--- src/rtl/voice_allocator_pkg.sv ---
// Shared types and constants for the voice allocator and its age/LRU table.
package voice_allocator_pkg;

  typedef enum logic [2:0] {
    IDLE   = 3'd0,
    SCAN   = 3'd1,
    DECIDE = 3'd2,
    ISSUE  = 3'd3,
    HOLD   = 3'd4
  } alloc_state_t;

  // Release velocity reported when a note-on arrives with velocity 0.
  localparam logic [7:0] VEL_OFF_DEFAULT = 8'd64;

endpackage

--- src/rtl/voice_age_lru.sv ---
// Per-voice age table: 0 = most recently assigned, VOICES-1 = oldest.
// Ages always form a permutation of 0..VOICES-1.
module voice_age_lru #(
  parameter int VOICES  = 8,
  parameter int V_WIDTH = 3
) (
  input  logic                       clk_i,
  input  logic                       rst_i,
  input  logic                       touch_i,
  input  logic [V_WIDTH-1:0]         touch_idx_i,
  output logic [VOICES*V_WIDTH-1:0]  age_o,
  output logic [V_WIDTH-1:0]         oldest_o
);

  logic [V_WIDTH-1:0] age_q [VOICES];
  logic [V_WIDTH-1:0] age_d [VOICES];

  // Touched voice becomes youngest; only voices younger than it move up by one.
  always_comb begin
    for (int i = 0; i < VOICES; i++) begin
      age_d[i] = age_q[i];
      if (touch_i) begin
        if (i == int'(touch_idx_i)) begin
          age_d[i] = '0;
        end else if (age_q[i] < age_q[touch_idx_i]) begin
          age_d[i] = age_q[i] + V_WIDTH'(1);
        end
      end
    end
  end

  always_ff @(posedge clk_i or posedge rst_i) begin
    if (rst_i) begin
      for (int i = 0; i < VOICES; i++) begin
        age_q[i] <= V_WIDTH'(i);
      end
    end else begin
      for (int i = 0; i < VOICES; i++) begin
        age_q[i] <= age_d[i];
      end
    end
  end

  always_comb begin
    oldest_o = '0;
    for (int i = 1; i < VOICES; i++) begin
      if (age_q[i] > age_q[oldest_o]) begin
        oldest_o = V_WIDTH'(i);
      end
    end
  end

  always_comb begin
    for (int i = 0; i < VOICES; i++) begin
      age_o[i*V_WIDTH +: V_WIDTH] = age_q[i];
    end
  end

endmodule

--- src/rtl/voice_allocator.sv ---
// Maps decoded note-on/off events onto synth voices: retrigger same key, else
// lowest free voice, else steal the oldest; drives gates and current-note outputs.
module voice_allocator
  import voice_allocator_pkg::*;
#(
  parameter int VOICES      = 8,
  parameter int V_WIDTH     = 3,
  parameter int HOLD_CYCLES = 4096
) (
  input  logic               OSC_CLK,
  input  logic               iRST,
  // Handshake: an event transfers on a rising edge where ev_valid && ev_ready;
  // ev_ready is high only while idle, and ev_on/ev_key/ev_vel must be stable with ev_valid.
  input  logic               ev_valid,
  output logic               ev_ready,
  input  logic               ev_on,
  input  logic [7:0]         ev_key,
  input  logic [7:0]         ev_vel,
  input  logic               all_off,
  input  logic [VOICES-1:0]  voice_free,
  output logic [VOICES-1:0]  keys_on,
  output logic               note_on,
  output logic [V_WIDTH-1:0] cur_key_adr,
  output logic [7:0]         cur_key_val,
  output logic [7:0]         cur_vel_on,
  output logic [7:0]         cur_vel_off,
  output logic [2:0]         dbg_state_o,
  output logic [V_WIDTH-1:0] dbg_oldest_o
);

  localparam int                 HC_W      = $clog2(HOLD_CYCLES + 1);
  localparam logic [HC_W-1:0]    HOLD_LOAD = HC_W'(HOLD_CYCLES - 1);
  localparam logic [V_WIDTH-1:0] LAST_IDX  = V_WIDTH'(VOICES - 1);

  alloc_state_t       state_q, state_d;
  logic [V_WIDTH-1:0] idx_q, idx_d;
  logic               ev_on_q, ev_on_d;
  logic [7:0]         ev_key_q, ev_key_d;
  logic [7:0]         ev_vel_q, ev_vel_d;
  logic               match_hit_q, match_hit_d;
  logic [V_WIDTH-1:0] match_idx_q, match_idx_d;
  logic               free_hit_q, free_hit_d;
  logic [V_WIDTH-1:0] free_idx_q, free_idx_d;
  logic [V_WIDTH-1:0] old_idx_q, old_idx_d;
  logic [V_WIDTH-1:0] old_age_q, old_age_d;
  logic [V_WIDTH-1:0] target_q, target_d;
  logic [VOICES-1:0]  keys_on_q, keys_on_d;
  logic [7:0]         key_tab_q [VOICES];
  logic [7:0]         key_tab_d [VOICES];
  logic [V_WIDTH-1:0] cur_key_adr_q, cur_key_adr_d;
  logic [7:0]         cur_key_val_q, cur_key_val_d;
  logic [7:0]         cur_vel_on_q, cur_vel_on_d;
  logic [7:0]         cur_vel_off_q, cur_vel_off_d;
  logic               note_on_q, note_on_d;
  logic [HC_W-1:0]    hold_cnt_q, hold_cnt_d;
  logic               ev_ready_q, ev_ready_d;
  logic               touch;
  logic [VOICES*V_WIDTH-1:0] age_vec;
  logic [V_WIDTH-1:0] lru_oldest;
  logic [V_WIDTH-1:0] scan_age;

  voice_age_lru #(
    .VOICES  (VOICES),
    .V_WIDTH (V_WIDTH)
  ) u_lru (
    .clk_i       (OSC_CLK),
    .rst_i       (iRST),
    .touch_i     (touch),
    .touch_idx_i (target_q),
    .age_o       (age_vec),
    .oldest_o    (lru_oldest)
  );

  assign scan_age = age_vec[int'(idx_q)*V_WIDTH +: V_WIDTH];

  always_comb begin
    state_d       = state_q;
    idx_d         = idx_q;
    ev_on_d       = ev_on_q;
    ev_key_d      = ev_key_q;
    ev_vel_d      = ev_vel_q;
    match_hit_d   = match_hit_q;
    match_idx_d   = match_idx_q;
    free_hit_d    = free_hit_q;
    free_idx_d    = free_idx_q;
    old_idx_d     = old_idx_q;
    old_age_d     = old_age_q;
    target_d      = target_q;
    keys_on_d     = keys_on_q;
    key_tab_d     = key_tab_q;
    cur_key_adr_d = cur_key_adr_q;
    cur_key_val_d = cur_key_val_q;
    cur_vel_on_d  = cur_vel_on_q;
    cur_vel_off_d = cur_vel_off_q;
    note_on_d     = note_on_q;
    hold_cnt_d    = hold_cnt_q;
    touch         = 1'b0;

    case (state_q)
      IDLE: begin
        if (ev_valid && ev_ready_q) begin
          ev_key_d    = ev_key;
          // Zero-velocity note-on is a release at the default release velocity.
          if (ev_on && ev_vel == 8'd0) begin
            ev_on_d  = 1'b0;
            ev_vel_d = VEL_OFF_DEFAULT;
          end else begin
            ev_on_d  = ev_on;
            ev_vel_d = ev_vel;
          end
          idx_d       = '0;
          match_hit_d = 1'b0;
          free_hit_d  = 1'b0;
          old_idx_d   = '0;
          old_age_d   = '0;
          state_d     = SCAN;
        end
      end
      SCAN: begin
        if (!match_hit_q && keys_on_q[idx_q] && key_tab_q[idx_q] == ev_key_q) begin
          match_hit_d = 1'b1;
          match_idx_d = idx_q;
        end
        if (!free_hit_q && voice_free[idx_q] && !keys_on_q[idx_q]) begin
          free_hit_d = 1'b1;
          free_idx_d = idx_q;
        end
        if (idx_q == '0 || scan_age > old_age_q) begin
          old_idx_d = idx_q;
          old_age_d = scan_age;
        end
        idx_d = idx_q + V_WIDTH'(1);
        if (idx_q == LAST_IDX) begin
          state_d = DECIDE;
        end
      end
      DECIDE: begin
        state_d = ISSUE;
        if (ev_on_q) begin
          if (match_hit_q)     target_d = match_idx_q;
          else if (free_hit_q) target_d = free_idx_q;
          else                 target_d = old_idx_q;
        end else if (match_hit_q) begin
          target_d = match_idx_q;
        end else begin
          state_d = IDLE;
        end
      end
      ISSUE: begin
        cur_key_adr_d       = target_q;
        cur_key_val_d       = ev_key_q;
        key_tab_d[target_q] = ev_key_q;
        if (ev_on_q) begin
          keys_on_d[target_q] = 1'b1;
          cur_vel_on_d        = ev_vel_q;
          touch               = 1'b1;
          note_on_d           = 1'b1;
          hold_cnt_d          = HOLD_LOAD;
          state_d             = HOLD;
        end else begin
          keys_on_d[target_q] = 1'b0;
          cur_vel_off_d       = ev_vel_q;
          state_d             = IDLE;
        end
      end
      HOLD: begin
        if (hold_cnt_q == '0) begin
          note_on_d = 1'b0;
          state_d   = IDLE;
        end else begin
          hold_cnt_d = hold_cnt_q - HC_W'(1);
        end
      end
      default: state_d = IDLE;
    endcase

    // Panic release wins over everything in flight; ages and stored keys survive.
    if (all_off) begin
      keys_on_d     = '0;
      note_on_d     = 1'b0;
      touch         = 1'b0;
      key_tab_d     = key_tab_q;
      cur_key_adr_d = cur_key_adr_q;
      cur_key_val_d = cur_key_val_q;
      cur_vel_on_d  = cur_vel_on_q;
      cur_vel_off_d = cur_vel_off_q;
      if (state_q != IDLE) begin
        state_d = IDLE;
      end
    end

    ev_ready_d = (state_d == IDLE);
  end

  always_ff @(posedge OSC_CLK or posedge iRST) begin
    if (iRST) begin
      state_q       <= IDLE;
      idx_q         <= '0;
      ev_on_q       <= 1'b0;
      ev_key_q      <= '0;
      ev_vel_q      <= '0;
      match_hit_q   <= 1'b0;
      match_idx_q   <= '0;
      free_hit_q    <= 1'b0;
      free_idx_q    <= '0;
      old_idx_q     <= '0;
      old_age_q     <= '0;
      target_q      <= '0;
      keys_on_q     <= '0;
      for (int i = 0; i < VOICES; i++) begin
        key_tab_q[i] <= '0;
      end
      cur_key_adr_q <= '0;
      cur_key_val_q <= '0;
      cur_vel_on_q  <= '0;
      cur_vel_off_q <= '0;
      note_on_q     <= 1'b0;
      hold_cnt_q    <= '0;
      ev_ready_q    <= 1'b0;
    end else begin
      state_q       <= state_d;
      idx_q         <= idx_d;
      ev_on_q       <= ev_on_d;
      ev_key_q      <= ev_key_d;
      ev_vel_q      <= ev_vel_d;
      match_hit_q   <= match_hit_d;
      match_idx_q   <= match_idx_d;
      free_hit_q    <= free_hit_d;
      free_idx_q    <= free_idx_d;
      old_idx_q     <= old_idx_d;
      old_age_q     <= old_age_d;
      target_q      <= target_d;
      keys_on_q     <= keys_on_d;
      for (int i = 0; i < VOICES; i++) begin
        key_tab_q[i] <= key_tab_d[i];
      end
      cur_key_adr_q <= cur_key_adr_d;
      cur_key_val_q <= cur_key_val_d;
      cur_vel_on_q  <= cur_vel_on_d;
      cur_vel_off_q <= cur_vel_off_d;
      note_on_q     <= note_on_d;
      hold_cnt_q    <= hold_cnt_d;
      ev_ready_q    <= ev_ready_d;
    end
  end

  assign ev_ready     = ev_ready_q;
  assign keys_on      = keys_on_q;
  assign note_on      = note_on_q;
  assign cur_key_adr  = cur_key_adr_q;
  assign cur_key_val  = cur_key_val_q;
  assign cur_vel_on   = cur_vel_on_q;
  assign cur_vel_off  = cur_vel_off_q;
  assign dbg_state_o  = state_q;
  assign dbg_oldest_o = lru_oldest;

endmodule

--- config.mk ---
export PLATFORM = sky130hd
export DESIGN_NAME = voice_allocator
export DESIGN_NICKNAME = d
export VERILOG_FILES = /design/src/rtl/voice_allocator_pkg.sv /design/src/rtl/voice_age_lru.sv /design/src/rtl/voice_allocator.sv
export SDC_FILE = /design/constraint.sdc
export NUM_CORES = 1
export LEC_CHECK = 0
export BUFFER_PORTS_ARGS = -buffer_cell sky130_fd_sc_hd__buf_4
export CORE_ASPECT_RATIO = 1.1
export CORE_MARGIN = 1
export CORE_UTILIZATION = 28
export DETAILED_ROUTE_END_ITERATION = 8
export PLACE_DENSITY_LB_ADDON = 0.05
export SLEW_MARGIN = 5
export SYNTH_ARGS = -nofsm -noshare
export SYNTH_HDL_FRONTEND = slang
export SYNTH_SLANG_ARGS = --single-unit
--- constraint.sdc ---
create_clock -name OSC_CLK -period 21.1 [get_ports OSC_CLK]
set_input_delay 2.11 -clock OSC_CLK [delete_from_list [all_inputs] [get_ports OSC_CLK]]
set_output_delay 2.11 -clock OSC_CLK [all_outputs]
set_load 0.05 [all_outputs]
==> summary.txt <==
Synthesis
  – Cell Area, Synth: 9750 um2
  – EDFF count, synth: 0
  – Post-synthesis sequential area ratio: 45.8%
  – Ys Warns: 0
  – Average footprint of a synthesized cell: 10.9 um2
  – Synth top area share: 42.6%
  – Biggest area consumer among synthesized cells: dfrtp_1
  – Syn Nets: 978
  – Ys flop type: dfrtp_1
  – FFs w/ async S/R, synth: 100%
  – Synth Register Bits: 178
  – Syn Inst Count: 897
  – Yosys cell types: 54
  – Dominant cells by area after synthesis: dfrtp_1 43%, mux2_2 9.9%, mux4_2 7.4%

Min path
  – Worst Hold Class: reg2reg
  – Hold Crit Depth: 2
  – Hold Path Sink: match_idx_q[1]
  – Hold path startpoint: match_idx_q[1]

Critical path
  – Worst reg2reg path startpoint: target_q[0]
  – Reg2Reg Capture Point: u_lru.age_o[11]
  – Worst-case reg-to-reg path depth: 9
  – R2R Setup Slk: 17350 ps
  – Max stage delay cell, worst path: a32oi_1
  – CP Data Required Time: 18990 ps
  – CP most frequent cell: ha_1
  – Worst Path Max Fanout: 11
  – Critical Path AT: 11080 ps
  – Worst setup EP type: primary output
  – CP Class: reg2out
  – Slowest cell delay on critical path: 750 ps
  – Critical Path Source Type: register

Timing
  – # setup viols final: 0
  – Final period util: 62.5%
  – Fin. Hold Viols: 0
  – Slew at the pin closest to its max-slew limit: 1050 ps
  – RSZ-0062 raised after global routing: false
  – Headroom to the max-slew limit: 29.9%
  – Final min period: 13190 ps
  – Slew Limit Fails: 0
  – Worst Skew: 11.3 ps
  – WHS: 478 ps
  – Fmax: 75.8 MHz
  – Sum of negative setup slack: 0 ps

Job
  – Number of max-cap violations: 0

Global route
  – Total congestion overflow: 0
  – Number of global-route vias before repair: 7320
  – Total GRT Usage: 16.4%
  – Initial antenna violation count: 0
  – First-pass GRT wire length: 43900 um
  – Pin count of the biggest net entering global routing: 76

Power and ir drop
  – Final Power: 1110 uW
  – Maximum vdd drop: 0.0554 mV
  – Leakage: 0.00531 uW
  – PD cells: 97.4 nW/um2

Final layout
  – P&R area growth vs syn: 16.9%
  – Fin cells: 1410
  – N_diodes: 0
  – Most frequent cells in the layout: 166 x dfrtp_1, 144 x nand2_1, 86 x mux2_2, 86 x buf_4, 53 x o21ai_0
  – Design area: 11400 um2
  – Commonest non-fill, non-tap cell in the layout: dfrtp_1
  – Register area: 4470 um2
  – Nets@finish: 1040
  – Multi-input logic area: 4990 um2
  – Layout cells sized above 1: 28.0%
  – Final-layout fill cell count: 3493

Clocking
  – Clk slew on worst S/H paths: 70 ps
  – Worst skew pair latency: 450 ps
  – Root Buffer: clkbuf_16
  – Sink Count: 178
  – Clk buf depth: 2
  – Hold buffer count at cts: 0
  – Total number of H-tree levels: 4
  – Total setup buffers inserted after CTS: 0
  – PostCTS Resize Cnt: 0
  – CTS tree: built
  – Num CTS Buffers: 17

Placed design
  – Placed cells: 1378
  – RePlAce Congestion: 0.774
  – Post-place instance area: 10800 um2
  – Dpl hpwl: 18900 um
  – Port Buffer Count: 71

Detailed routing
  – Number of vias per cell: 4.92
  – DRC: 0
  – Antenna Nets Post-Route: 0
  – WL/cell: 19.6 um
  – Final WL: 27600 um
  – 1st-pass router iterations: 4
  – DRT iter0 DRCs: 390
  – Via Count: 6942

Die
  – Die Wd: 180 um
  – Core Region: 34200 um2
  – Initial Util: 28.5%
  – Row cnt: 71
  – Die Y: 198 um
  – Die area: 35600 um2
  – IO Pins: 72

Outcome
  – Status: completed
[layer usage]
layer | wire (um) | track usage (%) | vias up
met1 | 12900 | 21.3 | 3471
met3 | 886 | 3.26 | 18
met5 | 0 | 0 | -
met2 | 13600 | 27.6 | 107
li1 | - | - | 3346
met4 | 296 | 4.47 | 0
[worst max-delay path: cells and delay by family, from the launching register on]
kind            cells  cell delay [ps]
flops               1              500
fa+ha+maj           7             2030
buf+inv             4              570
compound gates     20             5070
simple gates        8              990
mux                 4             1490
[registers in the layout, indices dropped and copies added, names as in the netlist, 3 cells and up]
signal       count
dbg_state_o      3
idx_q            3
u_lru.age_o     24
cur_key_val      8
cur_key_adr      3
target_q         3
key_tab_q       64
hold_cnt_q      13
free_idx_q       3
old_age_q        3
old_idx_q        3
ev_key_q         8
ev_vel_q         8
keys_on          8
cur_vel_on       8
cur_vel_off      8
match_idx_q      3
[area by class of cell]
cell class	instances	area share, %
Tap cell	438	4.81
Clock inverter	12	1.27
Timing Repair Buffer	86	5.66
Clock buffer	20	4.09
Inverter	35	1.22
Sequential cell	178	39.2
Multi-Input combinational cell	641	43.7
[how the worst max path moves through the flow]
stage / from / to / cells after the start
final: u_lru.age_o[1] / dbg_oldest_o[2] / 43
after global routing: u_lru.age_o[1] / dbg_oldest_o[2] / 45
after CTS: u_lru.age_o[1] / dbg_oldest_o[2] / 43
after detailed placement: u_lru.age_o[1] / dbg_oldest_o[2] / 43
after global placement: u_lru.age_o[1] / dbg_oldest_o[2] / 44
after floorplan: u_lru.age_o[1] / dbg_oldest_o[1] / 45
[report_power, final]
group          internal, uW  switching [uW]  total, uW
Sequential              385            69.2        454
Combinational           127             194        321
Clock                   187             149        336
[cells in the mapped netlist (all sizes together), types with 5 or more instances]
cell / instances
nand2b: 10
dfstp: 12
mux2: 86
o21ai: 58
a32o: 6
o211ai: 6
nand2: 144
mux4: 32
a21oi: 35
clkbuf: 35
a32oi: 5
nor3: 14
and3: 8
a22o: 9
xnor2: 11
nor3b: 7
dfrtp: 166
nor2b: 12
o21a: 5
nor2: 44
a211oi: 5
nand3b: 7
or4: 5
nand3: 14
a31o: 10
mux2i: 22
inv: 35
ha: 52
buf: 8
[kinds of logic after synthesis]
| kind of cell | Yosys count | share of synthesized area, % |
|---|---|---|
| AO/OA/AOI/OAI | 153 | 10.1 |
| XOR/XNOR | 15 | 1.35 |
| adder cells (fa/ha/maj) | 53 | 6.78 |
| buffers and inverters | 78 | 3.11 |
| flip-flops | 178 | 45.8 |
| multiplexers | 140 | 19.6 |
| AND/OR/NAND/NOR | 280 | 13.3 |
[through the flow]
step	utilization, %	setup slack (ps)
final	33.3	7910
after global routing	33.3	6840
after CTS	33.3	7870
after detailed placement	31.5	8430
after global placement	31.5	8580
after floorplan	-	9680
No activity file was read; power rests on OpenSTA's default activity.
